## src/rtl/regfile_pkg.sv

```systemverilog
// Shared constants and types for the register-file write sequencer.
// Optional macro REGFILE_ZERO_LOCK_EN hard-wires register 0 to zero.
package regfile_pkg;

    localparam int unsigned NUM_REGS    = 32;
    localparam int unsigned ADDR_W      = 5;
    localparam int unsigned DATA_W      = 32;
    localparam int unsigned INIT_OFFSET = 1;

    // One extra bit so the sweep counter can reach NUM_REGS without wrapping
    localparam int unsigned CNT_W = ADDR_W + 1;

    typedef enum logic {INIT, RUN} seq_state_t;
    typedef enum logic {REQ_A, REQ_B} req_sel_t;

    function automatic logic [DATA_W-1:0] init_value(input logic [CNT_W-1:0] idx);
        logic [DATA_W-1:0] v;
        v = DATA_W'(idx) + DATA_W'(INIT_OFFSET);
`ifdef REGFILE_ZERO_LOCK_EN
        if (idx == '0) begin
            v = '0;
        end
`endif
        return v;
    endfunction

endpackage

```

## src/rtl/rr_arbiter2.sv

```systemverilog
// Two-input round-robin arbiter; the pointer moves to the other side after every grant.
module rr_arbiter2
    import regfile_pkg::*;
(
    input  logic       Clk,
    input  logic       Reset,
    input  logic [1:0] Req,
    input  logic       Enable,
    output logic [1:0] Grant
);

    req_sel_t ptr;

    always_comb begin
        Grant = 2'b00;
        if (Enable) begin
            if (Req == 2'b11) begin
                Grant = (ptr == REQ_A) ? 2'b01 : 2'b10;
            end else begin
                Grant = Req;
            end
        end
    end

    always_ff @(posedge Clk) begin
        if (Reset) begin
            ptr <= REQ_A;
        end else if (Grant[0]) begin
            ptr <= REQ_B;
        end else if (Grant[1]) begin
            ptr <= REQ_A;
        end
    end

endmodule

```

## src/rtl/regfile_write_sequencer.sv

```systemverilog
// Owns the register-file write port: init sweep after reset/request, then round-robin writeback.
// Optional macro REGFILE_ZERO_LOCK_EN suppresses all writes to register 0.
module regfile_write_sequencer
    import regfile_pkg::*;
(
    input  logic              Clk,
    input  logic              Reset,
    input  logic              Init_Start,
    input  logic              A_Valid,
    output logic              A_Ready,
    input  logic [ADDR_W-1:0] A_Reg_Num,
    input  logic [DATA_W-1:0] A_Data,
    input  logic              B_Valid,
    output logic              B_Ready,
    input  logic [ADDR_W-1:0] B_Reg_Num,
    input  logic [DATA_W-1:0] B_Data,
    output logic              Reg_Write,
    output logic [ADDR_W-1:0] Write_Reg_Num,
    output logic [DATA_W-1:0] Write_Data,
    output logic              Busy,
    output logic              Init_Done
);

    seq_state_t        state;
    logic [CNT_W-1:0]  counter;
    logic [1:0]        grant;
    logic              arb_enable;
    logic              xfer;
    logic              write_allowed;
    logic [ADDR_W-1:0] sel_num;
    logic [DATA_W-1:0] sel_data;

    assign arb_enable = (state == RUN) && !Init_Start && !Reset;

    rr_arbiter2 u_arb (
        .Clk    (Clk),
        .Reset  (Reset),
        .Req    ({B_Valid, A_Valid}),
        .Enable (arb_enable),
        .Grant  (grant)
    );

    assign A_Ready = grant[0];
    assign B_Ready = grant[1];
    assign xfer    = grant[0] | grant[1];

    always_comb begin
        sel_num  = A_Reg_Num;
        sel_data = A_Data;
        if (grant[1]) begin
            sel_num  = B_Reg_Num;
            sel_data = B_Data;
        end
    end

`ifdef REGFILE_ZERO_LOCK_EN
    // Writes to r0 still handshake, they just never reach the port
    assign write_allowed = (sel_num != '0);
`else
    assign write_allowed = 1'b1;
`endif

    always_ff @(posedge Clk) begin
        if (Reset) begin
            state         <= INIT;
            counter       <= '0;
            Reg_Write     <= 1'b0;
            Write_Reg_Num <= '0;
            Write_Data    <= '0;
            Busy          <= 1'b1;
            Init_Done     <= 1'b0;
        end else begin
            case (state)
                INIT: begin
                    if (Init_Start) begin
                        counter   <= '0;
                        Reg_Write <= 1'b0;
                    end else if (counter < CNT_W'(NUM_REGS)) begin
                        Reg_Write     <= 1'b1;
                        Write_Reg_Num <= counter[ADDR_W-1:0];
                        Write_Data    <= init_value(counter);
                        counter       <= counter + 1'b1;
                    end else begin
                        // Last sweep write is on the port this cycle; hand over next cycle
                        Reg_Write <= 1'b0;
                        state     <= RUN;
                        Busy      <= 1'b0;
                        Init_Done <= 1'b1;
                    end
                end
                RUN: begin
                    if (Init_Start) begin
                        state     <= INIT;
                        counter   <= '0;
                        Reg_Write <= 1'b0;
                        Busy      <= 1'b1;
                        Init_Done <= 1'b0;
                    end else begin
                        Reg_Write <= xfer && write_allowed;
                        if (xfer) begin
                            Write_Reg_Num <= sel_num;
                            Write_Data    <= sel_data;
                        end
                    end
                end
                default: begin
                    state <= INIT;
                end
            endcase
        end
    end

endmodule

```

## config.mk

```make
export PLATFORM = sky130hd
export DESIGN_NAME = regfile_write_sequencer
export DESIGN_NICKNAME = d
export VERILOG_FILES = /design/src/rtl/regfile_pkg.sv /design/src/rtl/rr_arbiter2.sv /design/src/rtl/regfile_write_sequencer.sv
export SDC_FILE = /design/constraint.sdc
export NUM_CORES = 1
export LEC_CHECK = 0
export CAP_MARGIN = 0
export CORE_MARGIN = 2
export CORE_UTILIZATION = 34
export DETAILED_ROUTE_END_ITERATION = 8
export PLACE_DENSITY = 0.66
export SYNTH_ARGS = -nofsm -noshare
export SYNTH_HDL_FRONTEND = slang
export SYNTH_SLANG_ARGS = --single-unit
```

## constraint.sdc

```tcl
create_clock -name Clk -period 2.43 [get_ports Clk]
set_clock_uncertainty 0.05 [all_clocks]
set_input_delay 0.486 -clock Clk [delete_from_list [all_inputs] [get_ports Clk]]
set_output_delay 0.486 -clock Clk [all_outputs]
set_load 0.1 [all_outputs]
```

==> flow_summary.yaml, run 1 <==
outcome:
  run_status: "completed"
job:
  max_cap_viol_count: 0
die:
  row_count: 32
  num_io_pins: 121
  die_h_um: 92.04
  die_w_um: 92.04
  core_area_um2: 7607
  start_util_pct: 34.64
  dieArea_um2: 8470
power:
  p_per_area_nw_per_um2: 392.8
  p_leak_nw: 1.509
  finalPower_mw: 1.556
  peakVddDrop_mv: 0.1878
critical_path:
  cp.required_ns: 1.89
  cp_cell_sequence: "clkdlybuf4s50_1 -> or2_2 -> a211oi_4 -> buf_12"
  crit_arrival_ns: 1.75
  worstSetupPathType: "in2out"
  endpoint_kind: "primary output"
  cp_top_family: "buffers and inverters"
  path_buf_inv: 2
  cp_slowest_cell: "clkdlybuf4s50_1"
  start_kind: "input pin"
  crit_path_max_fanout: 2
  max_stage_delay_ns: 0.42
route:
  drc: 0
  drtIter0Drc: 162
  avgViaCountPerCell: 5.199
  vias: 2776
  routed_wirelength_um: 8128
  routedWlPerCell_um: 15.22
  dr.pass1.iters: 4
  final_antenna_net_count: 0
final_layout:
  filler_cell_count: 730
  num_antenna_cells: 0
  final_cell_mix: "77 x clkdlybuf4s50_1, 54 x buf_4, 48 x dfxtp_1, 38 x o21ai_0, 30 x a21oi_1"
  layout_commonest_cell: "clkdlybuf4s50_1"
  drive_gt1_share_pct: 19.21
  area_growth_pct: 50.38
  final_util_pct: 52.09
  finalNetCount: 511
sta:
  post-route-period-util_pct: 94.20
  timing.fmax_mhz: 436.9
  grt_setup_unrepaired: "false"
  fin_crit_ns: 2.289
  setup_tns_ns: 0
  finalSetupViolCount: 0
  drv_slew: 0
  max_slew_margin_pct: 64.66
  finalHoldViolCount: 0
  tightest_slew_ns: 0.5167
synthesis:
  synth-seq-area-share_pct: 36.47
  ys_ff_latch: 48
  ys_types: 39
  synth_fp_nets: 408
  synth.avg_cell_area_um2: 8.034
  synthCells: 328
  async_flop_share_pct: 0
  synth_warnings: 0
  syn_area_um2: 2635
  synth_edf_count: 0
  synth_flop_cell: "dfxtp_1"
clock_network:
  clk_pin_slew_ns: 0.09
  htree_levels: 2
  cts_sinks: 48
  cts_setup_buffers: 0
  ctsResizeCount: 0
  clk_latency_ns: 0.30
  cts_tree: "done"
  cts_inserted_buffers: 5
  postCtsHoldBufs: 0
  clockBufferDepth: 2
  cts-root-buf: "clkbuf_8"
hold_path:
  min_path_type: "reg2reg"
grt:
  grt_use_total_pct: 19.06
  grt_pass1_vias: 2763
  grt_max_degree: 53
  antenna_found_initial: 0
  grt_overflow: 0
  grt_first_pass_wirelength_um: 13300
place:
  gp_congestion: 0.7809
  port_buffers: 120
  dpl.hpwl_um: 5873
## worst register-to-register path, stage by stage (launching register included)
cell	delay, ns
dfxtp_1	0.54
buf_4	0.25
inv_2	0.11
nor4b_4	0.35
buf_12	0.21
o21ai_1	0.09
a21oi_1	0.16
## power breakdown
| group | internal, mW | switching, mW |
|---|---|---|
| clock network | 0.210 | 0.293 |
| logic | 0.146 | 0.111 |
| registers | 0.792 | 0.00415 |
## registers in the layout, summed over array words and instances (netlist names)
signal	flops
Write_Reg_Num	5
u_arb.ptr	1
Write_Data	32
Init_Done	1
Reg_Write	1
counter	6
state	1
Busy	1
## metrics by stage
stage,area (µm²),instances,hold WS [ns],worst slack (ns)
final,3963,534,0.4288,0.1410
after CTS,3963,534,0.4279,0.1436
after floorplan,2650,328,0.4293,-0.1300
after global placement,3869,526,0.4097,0.1530
after detailed placement,3869,526,0.4148,0.1545
after global routing,3963,534,0.4574,0.09461
## logic make-up after synthesis
group                    after synthesis  synth area share [%]
flip-flops                            48                 36.47
XOR/XNOR                               7                 2.327
buffers and inverters                 43                 7.930
adder cells (fa/ha/maj)                1                0.4748
AO/OA/AOI/OAI                        143                 33.86
AND/OR/NAND/NOR                       86                 18.95
## worst paths after layout
check / from / slack (ns) / to / depth (start not counted)
hold reg to reg: Write_Data[24] / 0.43 / Write_Data[24] / 2
setup / recovery: Init_Start / 0.14 / A_Ready / 4
setup reg to reg: state / 0.60 / Write_Data[14] / 6
hold / removal: Write_Data[24] / 0.43 / Write_Data[24] / 2
## layer usage
layer  vias up  global-route usage (%)  wire length, µm
met1      1277                   25.26             3563
met4         0                   6.468              158
met5         -                       0                0
met3        14                   3.040              373
li1       1409                       -                -
met2        76                   31.62             4033
## area by class of cell
type | count | area (µm²) | share of cell area [%]
Clock buffer | 5 | 68.82 | 1.737
Clock inverter | 3 | 25.02 | 0.6315
Inverter | 2 | 7.507 | 0.1895
Multi-Input combinational cell | 237 | 1491 | 37.64
Sequential cell | 48 | 960.9 | 24.25
Tap cell | 102 | 127.6 | 3.221
Timing Repair Buffer | 137 | 1281 | 32.33
## cell usage after synthesis (2+ instances only)
cell type  count  area [µm²]
nor4_1         6       37.54
o21ai_0       38       190.2
a2111oi_0      3       26.28
nor2_1        15       56.30
xor2_1         4       35.03
a32o_1        10       100.1
clkbuf_1      22       82.58
dfxtp_1       48       960.9
nand2_1        5       18.77
a21boi_0      24       180.2
inv_2          2       7.510
buf_2         14       70.07
a21boi_1       3       22.52
o21ai_1       26       130.1
nand4_1        2       12.51
nand3_1       21       105.1
a31o_2         2       17.52
buf_4          2       15.01
and3_1        27       168.9
a21oi_1       30       150.1
a211oi_1       2       15.01
buf_6          3       33.78
xnor2_1        3       26.28
Note: power is estimated with default switching activity, not from simulation.
==> inputs of run 2 (changes only) <==
Settings changed: CORE_ASPECT_RATIO set to 1.25.
==> flow_summary.yaml, run 2 (synthesized netlist as in run 1, its figures left out) <==
sta:
  setup_slack_ns: 0.1417
  finalSetupViolCount: 0
  timing.fmax_mhz: 437.0
  grt_setup_unrepaired: "false"
  setup_tns_ns: 0
  drv_slew: 0
  fin_crit_ns: 2.288
  finalHoldViolCount: 0
  tightest_slew_ns: 0.6157
  max_slew_margin_pct: 58.90
  post-route-period-util_pct: 94.17
critical_path:
  reg2reg_slack_ns: 0.48
  endpoint_kind: "primary output"
  cp_slowest_cell: "clkdlybuf4s50_1"
  cp_cell_sequence: "clkdlybuf4s50_1 -> or2_2 -> a211oi_4 -> buf_12"
  cp_top_family: "buffers and inverters"
  r2r_cells: 4
  regToRegStartpoint: "state"
  max_stage_delay_ns: 0.44
  worstSetupPathType: "in2out"
  crit_arrival_ns: 1.75
  path_buf_inv: 2
  r2r-end: "Write_Data[5]"
  cp.required_ns: 1.89
  start_kind: "input pin"
  crit_path_max_fanout: 3
power:
  finalPower_mw: 1.625
  peakVddDrop_mv: 0.2564
  p_leak_nw: 1.544
  p_per_area_nw_per_um2: 406.9
grt:
  grt_use_total_pct: 18.96
  grt_max_degree: 53
  grt_overflow: 0
  grt_pass1_vias: 2710
  antenna_found_initial: 0
  grt_first_pass_wirelength_um: 12650
route:
  dr.pass1.iters: 4
  avgViaCountPerCell: 5.304
  vias: 2811
  drtIter0Drc: 131
  drc: 0
  routedWlPerCell_um: 15.15
  routed_wirelength_um: 8032
  final_antenna_net_count: 0
die:
  start_util_pct: 35.39
  die_w_um: 82.74
  core_area_um2: 7445
  die_h_um: 102.4
  num_io_pins: 121
  row_count: 35
  dieArea_um2: 8475
hold_path:
  min_path_type: "reg2reg"
  hold_end: "Write_Data[22]"
  min_from: "Write_Data[22]"
  min_path_cells: 2
place:
  dpl.hpwl_um: 5902
  placed_area_um2: 3885
  pre_cts_slack_ns: 0.1122
  gp_congestion: 0.8054
  port_buffers: 120
final_layout:
  reg.largest.list: "Write_Data x32, counter x6, Write_Reg_Num x5"
  area_growth_pct: 51.52
  layout_commonest_cell: "clkdlybuf4s50_1"
  num_antenna_cells: 0
  largest_reg_flops: 32
  final_cell_mix: "78 x clkdlybuf4s50_1, 61 x buf_4, 48 x dfxtp_1, 38 x o21ai_0, 30 x a21oi_1"
  finalNetCount: 517
  filler_cell_count: 729
  drive_gt1_share_pct: 19.86
  regMostFlops: "Write_Data"
  stdcell_area_um2: 3993
clock_network:
  postCtsHoldBufs: 0
  clockBufferDepth: 2
  htree_levels: 2
  cts_inserted_buffers: 5
  cts-root-buf: "clkbuf_8"
  cts_tree: "done"
  clk_pin_slew_ns: 0.08
  cts_sinks: 48
  clk_latency_ns: 0.30
  cts_setup_buffers: 0
  ctsResizeCount: 0
job:
  max_cap_viol_count: 0
outcome:
  run_status: "completed"
run 2: area by class of cell:
type	instances	area [µm²]	area share (%)
Tap cell	92	115.1	2.883
Clock buffer	6	72.57	1.818
Multi-Input combinational cell	237	1483	37.14
Sequential cell	48	960.9	24.07
Timing Repair Buffer	143	1319	33.03
Clock inverter	2	35.03	0.8775
Inverter	2	7.507	0.1880
run 2: how the worst max path moves through the flow:
stage / startpoint / to / slack, ns / cells after the start
2_1_floorplan: Init_Start / A_Ready / -0.13 / 4
3_3_place_gp: A_Valid / Write_Data[4] / 0.15 / 6
3_5_place_dp: A_Valid / Write_Data[5] / 0.11 / 6
4_1_cts: Reset / A_Ready / 0.14 / 4
5_1_grt: Init_Start / A_Ready / 0.11 / 4
6_report: Reset / A_Ready / 0.14 / 4
run 2: worst min-delay path, delay by kind of cell (launching register included):
kind,cells,cell delay (ns)
AO/OA/AOI/OAI,2,0.12
flip-flops,1,0.31
run 2: per-layer routing:
layer,routed length (µm),share of wire (%),track usage [%]
met1,3443,43,22.98
met2,3884,48,31.89
met3,595,7.4,6.184
met4,109,1.4,5.422
met5,0,0,0
run 2: where the power goes:
part	switching (mW)	internal, mW	leakage [nW]
logic	0.111	0.150	1.10
registers	0.00383	0.792	0.388
clock network	0.262	0.306	0.0552
total	0.377	1.25	1.54
run 2: stage by stage:
| step | hold WS [ns] | util [%] | instances |
|---|---|---|---|
| global route | 0.4502 | 53.63 | 530 |
| finish | 0.4271 | 53.63 | 530 |
| floorplan | 0.4293 | - | 328 |
| detailed placement | 0.4166 | 52.18 | 522 |
| CTS | 0.4290 | 53.63 | 530 |
| global placement | 0.4092 | 52.18 | 522 |
